`src/rtl/fp_div_seq_if.sv`:
```
// Request/response bundle between the FP execute stage and the FDIV.S unit.
interface fp_div_seq_if;
    logic        start;
    logic [31:0] a;
    logic [31:0] b;
    logic        busy;
    logic        done;
    logic [31:0] result;
    logic [4:0]  fflags;

    modport master (
        output start, a, b,
        input  busy, done, result, fflags
    );

    modport slave (
        input  start, a, b,
        output busy, done, result, fflags
    );
endinterface

```
`src/rtl/fp_div_seq.sv`:
```
// Multi-cycle IEEE-754 single-precision divider (FDIV.S).
// Radix-2 restoring mantissa division, round-to-nearest-even, flush-to-zero.
module fp_div_seq #(
    parameter logic [31:0] CANON_NAN = 32'h7FC00000,
    parameter int unsigned QBITS     = 26
) (
    input  logic         clk,
    input  logic         rst_n,
    fp_div_seq_if.slave  bus
);

    typedef enum logic [1:0] {IDLE, DIV, NORM, DONE} state_t;

    state_t             state, state_nxt;
    logic               sign_r;
    logic [23:0]        mb_r;
    logic [24:0]        rem_r;
    logic [QBITS-1:0]   q_r;
    logic [4:0]         cnt_r;
    logic signed [9:0]  exp_r;
    logic [31:0]        result_r;
    logic [4:0]         fflags_r;

    // Operand classification of the live inputs (only used on the start edge)
    logic        s_res;
    logic        a_nan, b_nan, a_snan, b_snan, a_inf, b_inf, a_zero, b_zero;
    logic        sp_hit;
    logic [31:0] sp_result;
    logic [4:0]  sp_flags;

    // Special-operand decode: NaN, zero, infinity handling resolved in one cycle
    always_comb begin
        s_res     = bus.a[31] ^ bus.b[31];
        a_nan     = (bus.a[30:23] == 8'hFF) && (bus.a[22:0] != '0);
        b_nan     = (bus.b[30:23] == 8'hFF) && (bus.b[22:0] != '0);
        a_snan    = a_nan && !bus.a[22];
        b_snan    = b_nan && !bus.b[22];
        a_inf     = (bus.a[30:23] == 8'hFF) && (bus.a[22:0] == '0);
        b_inf     = (bus.b[30:23] == 8'hFF) && (bus.b[22:0] == '0);
        a_zero    = (bus.a[30:23] == 8'h00);
        b_zero    = (bus.b[30:23] == 8'h00);
        sp_hit    = 1'b1;
        sp_result = CANON_NAN;
        sp_flags  = '0;
        if (a_nan || b_nan) begin
            sp_flags = {a_snan || b_snan, 4'b0000};
        end else if ((a_zero && b_zero) || (a_inf && b_inf)) begin
            sp_flags = 5'b10000;
        end else if (a_inf) begin
            sp_result = {s_res, 8'hFF, 23'd0};
        end else if (b_zero) begin
            sp_result = {s_res, 8'hFF, 23'd0};
            sp_flags  = 5'b01000;
        end else if (a_zero || b_inf) begin
            sp_result = {s_res, 31'd0};
        end else begin
            sp_hit    = 1'b0;
        end
    end

    // One restoring-division step
    logic        ge;
    logic [24:0] rem_nxt;

    // Compare, conditionally subtract, then shift the partial remainder
    always_comb begin
        ge      = rem_r >= {1'b0, mb_r};
        rem_nxt = (ge ? rem_r - {1'b0, mb_r} : rem_r) << 1;
    end

    // Normalisation and rounding
    logic [23:0]       mant_pre;
    logic              g_bit, r_bit, s_bit, rnd_up;
    logic [24:0]       mant_rnd;
    logic [22:0]       frac_fin;
    logic signed [9:0] exp_n, exp_fin;
    logic [31:0]       norm_result;
    logic [4:0]        norm_flags;

    // Normalise quotient, apply RNE, then check exponent range
    always_comb begin
        if (q_r[QBITS-1]) begin
            mant_pre = q_r[QBITS-1:QBITS-24];
            g_bit    = q_r[QBITS-25];
            r_bit    = q_r[QBITS-26];
            exp_n    = exp_r;
        end else begin
            mant_pre = q_r[QBITS-2:QBITS-25];
            g_bit    = q_r[QBITS-26];
            r_bit    = 1'b0;
            exp_n    = exp_r - 10'sd1;
        end
        s_bit    = rem_r != '0;
        rnd_up   = g_bit && (r_bit || s_bit || mant_pre[0]);
        mant_rnd = {1'b0, mant_pre} + 25'(rnd_up);
        if (mant_rnd[24]) begin
            frac_fin = mant_rnd[23:1];
            exp_fin  = exp_n + 10'sd1;
        end else begin
            frac_fin = mant_rnd[22:0];
            exp_fin  = exp_n;
        end
        if (exp_fin >= 10'sd255) begin
            norm_result = {sign_r, 8'hFF, 23'd0};
            norm_flags  = 5'b00101;
        end else if (exp_fin <= 10'sd0) begin
            norm_result = {sign_r, 31'd0};
            norm_flags  = 5'b00011;
        end else begin
            norm_result = {sign_r, exp_fin[7:0], frac_fin};
            norm_flags  = {4'b0000, g_bit || r_bit || s_bit};
        end
    end

    // State register
    always_ff @(posedge clk or negedge rst_n) begin
        if (!rst_n) state <= IDLE;
        else        state <= state_nxt;
    end

    // Next-state logic
    always_comb begin
        state_nxt = state;
        case (state)
            IDLE: if (bus.start) state_nxt = sp_hit ? DONE : DIV;
            DIV:  if (cnt_r == 5'(QBITS - 1)) state_nxt = NORM;
            NORM: state_nxt = DONE;
            DONE: state_nxt = IDLE;
            default: state_nxt = IDLE;
        endcase
    end

    // Handshake outputs decoded from state
    always_comb begin
        bus.busy   = (state == DIV) || (state == NORM);
        bus.done   = (state == DONE);
        bus.result = result_r;
        bus.fflags = fflags_r;
    end

    // Datapath: latch operands, iterate quotient bits, capture the final result
    always_ff @(posedge clk or negedge rst_n) begin
        if (!rst_n) begin
            sign_r   <= 1'b0;
            mb_r     <= '0;
            rem_r    <= '0;
            q_r      <= '0;
            cnt_r    <= '0;
            exp_r    <= '0;
            result_r <= '0;
            fflags_r <= '0;
        end else begin
            case (state)
                IDLE: if (bus.start) begin
                    sign_r <= s_res;
                    mb_r   <= {1'b1, bus.b[22:0]};
                    rem_r  <= {2'b01, bus.a[22:0]};
                    q_r    <= '0;
                    cnt_r  <= '0;
                    exp_r  <= $signed({2'b00, bus.a[30:23]}) - $signed({2'b00, bus.b[30:23]}) + 10'sd127;
                    if (sp_hit) begin
                        result_r <= sp_result;
                        fflags_r <= sp_flags;
                    end
                end
                DIV: begin
                    q_r   <= {q_r[QBITS-2:0], ge};
                    rem_r <= rem_nxt;
                    cnt_r <= cnt_r + 5'd1;
                end
                NORM: begin
                    result_r <= norm_result;
                    fflags_r <= norm_flags;
                end
                default: ;
            endcase
        end
    end

endmodule

```
`src/flat_wrapper.sv`:
```
// flat-port wrapper written by rule: the top's interface ports become plain ports
module fp_div_seq_flat 
#(
    parameter logic [31:0] CANON_NAN = 32'h7FC00000,
    parameter int unsigned QBITS     = 26
)
  (clk, rst_n, bus_start, bus_a, bus_b, bus_busy, bus_done, bus_result, bus_fflags);
  fp_div_seq_if bus_i ();
  input  logic clk;
  input  logic rst_n;
  input wire logic [$bits(bus_i.start)-1:0] bus_start;
  input wire logic [$bits(bus_i.a)-1:0] bus_a;
  input wire logic [$bits(bus_i.b)-1:0] bus_b;
  output wire logic [$bits(bus_i.busy)-1:0] bus_busy;
  output wire logic [$bits(bus_i.done)-1:0] bus_done;
  output wire logic [$bits(bus_i.result)-1:0] bus_result;
  output wire logic [$bits(bus_i.fflags)-1:0] bus_fflags;
  assign bus_i.start = bus_start;
  assign bus_i.a = bus_a;
  assign bus_i.b = bus_b;
  assign bus_busy = bus_i.busy;
  assign bus_done = bus_i.done;
  assign bus_result = bus_i.result;
  assign bus_fflags = bus_i.fflags;
  fp_div_seq #(.CANON_NAN(CANON_NAN), .QBITS(QBITS)) u_core (.clk(clk), .rst_n(rst_n), .bus(bus_i));
endmodule
```
`config.mk`:
```
export PLATFORM = sky130hd
export DESIGN_NAME = fp_div_seq_flat
export DESIGN_NICKNAME = d
export VERILOG_FILES = /design/src/rtl/fp_div_seq_if.sv /design/src/rtl/fp_div_seq.sv /design/src/flat_wrapper.sv
export SDC_FILE = /design/constraint.sdc
export NUM_CORES = 1
export LEC_CHECK = 0
export CORE_ASPECT_RATIO = 0.8
export CORE_MARGIN = 3
export CORE_UTILIZATION = 45
export DETAILED_ROUTE_END_ITERATION = 16
export PLACE_DENSITY = 0.63
export SLEW_MARGIN = 15
export SYNTH_ARGS = -nofsm -noshare
export SYNTH_HDL_FRONTEND = slang
export SYNTH_SLANG_ARGS = --single-unit
```
`constraint.sdc`:
```
create_clock -name clk -period 12.2 [get_ports clk]
set_clock_uncertainty 0.2 [all_clocks]
set_input_delay 3.66 -clock clk [delete_from_list [all_inputs] [get_ports clk]]
set_output_delay 3.66 -clock clk [all_outputs]
set_load 0.02 [all_outputs]
```
Word level (Yosys, flattened, before mapping):

Cells that the tools add are included.

* input bits: 67
* register bits after elaboration: 130

* equal/unequal tests: 9
* reduce and logical (&&, ||, !) cells: 34
* bitwise gates (word level): 1
* muxes and demuxes: 41
* add/subtract/negate cells: 7
* $lt $le $gt $ge: 3

Operator list (number)
* 2-to-1 mux 32 bit: 7
* case mux 32 bit (2 select lines): 1
* 2-to-1 mux 31 bit: 2
* case mux 26 bit (2 select lines): 1
* case mux 25 bit (2 select lines): 1
* 2-to-1 mux 24 bit: 2
* zero test 23 bit: 2
* nonzero test 23 bit: 2
* 2-to-1 mux 5 bit: 7
* 2-to-1 mux 26 bit: 1
* adder 24 x 1 -> 25 bit: 1
* >= comparator 25 x 24 -> 1 bit: 1
* 2-to-1 mux 25 bit: 1
* nonzero test 25 bit: 1
* subtractor 24 bit: 1
* 2-to-1 mux 23 bit: 1
* 2-to-1 mux 10 bit: 2
* case mux 5 bit (2 select lines): 2
* == test 8 bit, second input constant: 2
* zero test 8 bit: 2
* adder 10 x 2 -> 10 bit, second input constant: 1
* adder 10 x 8 -> 10 bit, second input constant: 1
* >= comparator 10 x 9 -> 1 bit, second input constant: 1
* less-or-equal comparator 10 x 1 -> 1 bit, second input constant: 1
* 20 further kinds: 51

Depth between registers and ports, before layout:

* word-level depth: 11
* depth in mapped cells: 19

Worst setup path after synthesis:

Ideal clock, no wire load.

* path type: in2reg
* from: input port bus_a[23]
* to: register u_core.exp_r[9]
* arrival: 5.710 ns
* path slack: 6.225 ns
* stages: 13
* cell sequence: inv_1 -> ha_1 -> inv_1 -> fa_1 -> a21o_1 -> a21oi_1 -> o21bai_1 -> a21oi_1 -> xnor2_1 -> nor2_1 -> nand2_1 -> a2111oi_0 -> a21o_1

* word-level cells in the longest chain between the ends: 2

Ends and longest elaborated chain
* from (decl): line flat_wrapper.sv:12 `input wire logic [$bits(bus_i.a)-1:0] bus_a;`
* subtractor 8 x 8 -> 9 bit: line fp_div_seq.sv:160 `exp_r <= $signed({2'b00, bus.a[30:23]}) - $signed({2'b00, bus.b[30:23]}) + 10'sd127;`
* adder 10 x 8 -> 10 bit: line fp_div_seq.sv:160
* to (signal assigned): line fp_div_seq.sv:160
* to (decl): line fp_div_seq.sv:20 `logic signed [9:0] exp_r;`

No other way between the ends.
A chain may end at the register's enable or synchronous reset.

Final worst setup path:

* from: input port bus_a[24]
* to: register u_core.result_r[5], in the netlist u_core.bus.result[5]

* word-level cells in the longest chain between the ends: 9
* elaborated cells between the ends (all ways): 22
* classes of those cells: eq/ne (2); mux (11); reduce/logical (9)

Ends and longest elaborated chain
* zero test 8 bit / == test 8 bit (equally long branches): line fp_div_seq.sv:40, fp_div_seq.sv:34, fp_div_seq.sv:38
* logical OR 1 bit / logical AND 1 bit (equally long branches): line fp_div_seq.sv:54, fp_div_seq.sv:38
* 2-to-1 mux 1 bit / logical AND 1 bit (equally long branches): line fp_div_seq.sv:54, fp_div_seq.sv:47
* 2-to-1 mux 1 bit / logical OR 1 bit (equally long branches): line fp_div_seq.sv:51, fp_div_seq.sv:47
* 2-to-1 mux 1 bit / 2-to-1 mux 32 bit (equally long branches): line fp_div_seq.sv:49, fp_div_seq.sv:47
* 2-to-1 mux 1 bit / 2-to-1 mux 32 bit (equally long branches): line fp_div_seq.sv:47, fp_div_seq.sv:45
* 2-to-1 mux 1 bit / 2-to-1 mux 32 bit (equally long branches): line fp_div_seq.sv:45, fp_div_seq.sv:161
* inequality test 2 x 1 -> 1 bit (no line) / 2-to-1 mux 32 bit (equally long branches)
* AND reduction 3 bit (no line) / case mux 32 bit (2 select lines) (equally long branches)
* to (signal assigned): line fp_div_seq.sv:162 `result_r <= sp_result;`
* to (signal assigned): line fp_div_seq.sv:172 `result_r <= norm_result;`
* to (decl): line fp_div_seq.sv:21 `logic [31:0] result_r;`

Several ways; a longest one is shown, not always the timed one. The select of a mux whose other input is x is not followed.

==> impl_metrics.ini <==
[global_route]
grt-ovfl-total = 0
antenna_found_initial = 0
wire_length_of_the_first_global_routing_pass_um = 40000
grt_pass1_vias = 7428
grt_max_degree = 68
grt_usage_pct = 22.8

[floorplanning]
std_cell_rows = 45
core_sq_um = 19400
dieWidth_um = 165
design.portCount = 106
dieArea_sq_um = 21900
die_height_um = 133
initial_core_util_pct = 46.8

[timing]
max_slew.worst_pin.slew_ns = 0.998
slew_viol_final = 0
setup_violations = 0
finalCriticalPeriod_ns = 6.77
setup_slack_ns = 5.43
fin_worst_hold_slack_ns = 0.271
rsz0062_at_grt = no
maximum_clock_frequency_mhz = 148
max_slew_headroom_pct = 31.7
final_hold_viol_count = 0
post-route-period-util_pct = 55.5
setup-tns-final_ns = 0

[clock_tree]
htree_levels = 4
cts-resized-gates = 0
ctsHoldBuffers = 0
cts.path.max_buffers = 2
worst_skew_pair.late_latency_ns = 0.42
cts_setup_buffers = 0
cts_buffers = 17
clk_transition_reported_paths_ns = 0.06
numClockSinks = 130
tritoncts = done
cts.root.buffer_cell = clkbuf_16

[worst_setup_path]
cp-end-kind = flip-flop
endpoint_of_the_worst_slack_reg_to_reg_timing_path = u_core.bus.result[5]
r2r_cells = 10
rr_startpoint = u_core.q_r[25]
required_time_of_the_critical_path_ns = 12.35
cp_data_arrival_time_ns = 6.92
rrSetupSlack_ns = 7.23
max_fanout_on_critical_path = 42
worstSetupStartpointType = input pin
timing_worst_setup_path_type = in2reg

[route]
first_iter_violations = 792
number_of_optimization_iterations_in_the_first_detailed_route_pass = 7
route.detailed.drc = 0
drt-total-wl_um = 24300
via_per_inst = 5.82
num_vias = 7918
wl_per_cell_um = 17.9
drtAntennaViolNets = 0

[logic_synthesis]
yosysUniqueCellTypes = 72
ys.warnings.count = 0
synth_sequential_area_ratio_pct = 35.9
net_count_synth = 1131
number_of_enable_flip_flop_cells_after_synthesis = 0
syn_avg_cell_area_sq_um = 8.89
synth-async-reset-ratio_pct = 100
yosys_register_bits = 130
synth_area_sq_um = 9070
post_synthesis_cell_count = 1020
dominantRegCellSynth = dfrtp_1

[power_and_ir_drop]
power_leakage_uw = 0.00459
maximum_vdd_drop_v = 0.000129
power.density_cell_area_nw_per_um2 = 239

[outcome]
outcome = finished, final reports clean

[min_path]
hold_path_startpoint = u_core.mb_r[23]
min-delay-path-class = reg2reg
holdPathEnd = u_core.mb_r[23]
min_path_cells = 2

[cells_and_area]
final_nets = 1200
layout_cell_share_with_drive_strength_beyond_1_pct = 7.80
postLayoutCellArea_sq_um = 10800
layout.filler_cells = 1790
areaGrowthSynthToFinish_pct = 19.5
fin_util_pct = 55.9
antennaDiodeCount = 0

[placed_design]
io_buffer_count = 105
dp_worst_setup_slack_ns = 5.03
dp_hpwl_um = 18100
placed_cell_area_sq_um = 10300
globalplace.congestion = 0.923

[flow_run]
max_cap_viols = 0
-- worst max-delay path by stage --
stage	from	to	slack, ns	depth (start not counted)
floorplan	bus_a[23]	u_core.exp_r[9]	6.23	13
global placement	bus_a[24]	u_core.bus.result[7]	5.06	10
detailed placement	bus_a[24]	u_core.bus.result[5]	5.03	10
CTS	bus_a[24]	u_core.bus.result[9]	5.45	10
global route	bus_a[24]	u_core.bus.result[5]	5.17	10
finish	bus_a[24]	u_core.bus.result[5]	5.43	10
-- area by class of cell --
type / count / area (sq um) / area share [%]
clock buffer: 19 / 453 / 4.18
timing repair buffer: 114 / 1120 / 10.3
sequential: 130 / 3250 / 30.0
inverter: 57 / 214 / 1.97
multi-input combinational: 769 / 5360 / 49.5
clock inverter: 13 / 113 / 1.04
tap: 258 / 323 / 2.98
-- synth_stat cells (26+ instances only) --
cell type | count | share of area [%]
ha_1 | 42 | 5.8
nor4_1 | 27 | 1.9
mux2_2 | 27 | 3.4
a21oi_1 | 57 | 3.1
nor2_1 | 54 | 2.2
inv_1 | 57 | 2.4
xor2_1 | 29 | 2.8
xnor2_1 | 45 | 4.3
clkbuf_1 | 40 | 1.7
nand4_1 | 26 | 1.8
o21ai_0 | 76 | 4.2
a22o_1 | 44 | 4.2
dfrtp_1 | 130 | 36
nand2_1 | 92 | 3.8
-- per-layer routing --
| layer | vias up | track usage, % | wire (um) |
|---|---|---|---|
| met2 | 256 | 31.4 | 9970 |
| met4 | 0 | 4.75 | 212 |
| li1 | 3872 | - | - |
| met5 | - | 0 | 0 |
| met1 | 3774 | 36.1 | 12300 |
| met3 | 16 | 5.23 | 1780 |
-- worst max-delay path, stage by stage --
cell and delay (ns):
clkdlybuf4s50_1 0.49, or4_1 0.53, nor2_1 0.15, nor3_1 0.12, a2bb2oi_4 0.16, buf_4 0.27, a211oi_2 0.59, and3_4 0.40
nor2b_4 0.35, a22o_1 0.18
-- report_power, final --
group	switching [uW]	leakage, uW	internal (uW)
clock	199	0.000274	290
sequential	127	0.00169	553
combinational	833	0.00262	592
-- kinds of logic (layout without fill, tap and decap cells) --
| family | Yosys count | in the layout | share of synthesized area, % |
|---|---|---|---|
| AND/OR/NAND/NOR | 316 | 316 | 18.0 |
| adder cells (fa/ha/maj) | 44 | 44 | 6.24 |
| buffers and inverters | 121 | 203 | 5.45 |
| AO/OA/AOI/OAI | 283 | 283 | 21.0 |
| flip-flops | 130 | 130 | 35.9 |
| XOR/XNOR | 76 | 76 | 7.57 |
| multiplexers | 50 | 50 | 5.89 |
-- sequential cells by signal, summed over array words and instances, names as in the netlist --
name / cells
u_core.sign_r: 1
u_core.rem_r: 25
u_core.q_r: 26
u_core.mb_r: 24
u_core.bus.fflags: 5
u_core.state: 2
u_core.cnt_r: 5
u_core.bus.result: 32
u_core.exp_r: 10
-- stage by stage --
step | total power, uW | instances
after floorplan | 1700 | 1020
after global placement | 2070 | 1328
after detailed placement | 2080 | 1328
after CTS | 2580 | 1360
after global routing | 2800 | 1360
final | 2590 | 1360
-- placed cells by master (no fill, tap or decap), types with 7 or more instances in the layout --
cell type | synthesis | routed
o21ai_0 | 76 | 76
dfrtp_1 | 130 | 129
ha_1 | 42 | 42
clkbuf_16 | 0 | 17
nor2_1 | 54 | 54
xor2_1 | 29 | 29
o211ai_1 | 7 | 7
buf_4 | 1 | 9
xnor2_1 | 45 | 45
a22oi_1 | 17 | 17
mux2_2 | 27 | 27
nor2b_1 | 9 | 9
and2_1 | 7 | 7
inv_1 | 57 | 57
nand4_1 | 26 | 26
a21oi_1 | 57 | 57
clkdlybuf4s50_1 | 0 | 104
a22o_1 | 44 | 44
nand2_1 | 92 | 91
and3_1 | 7 | 7
nand2b_1 | 11 | 11
a21o_1 | 13 | 13
a221o_1 | 9 | 9
nor3_1 | 24 | 23
nor4_1 | 27 | 27
or3_1 | 8 | 8
nand3_1 | 22 | 22
mux2i_1 | 23 | 23
Power figures use the tool's default switching activity.
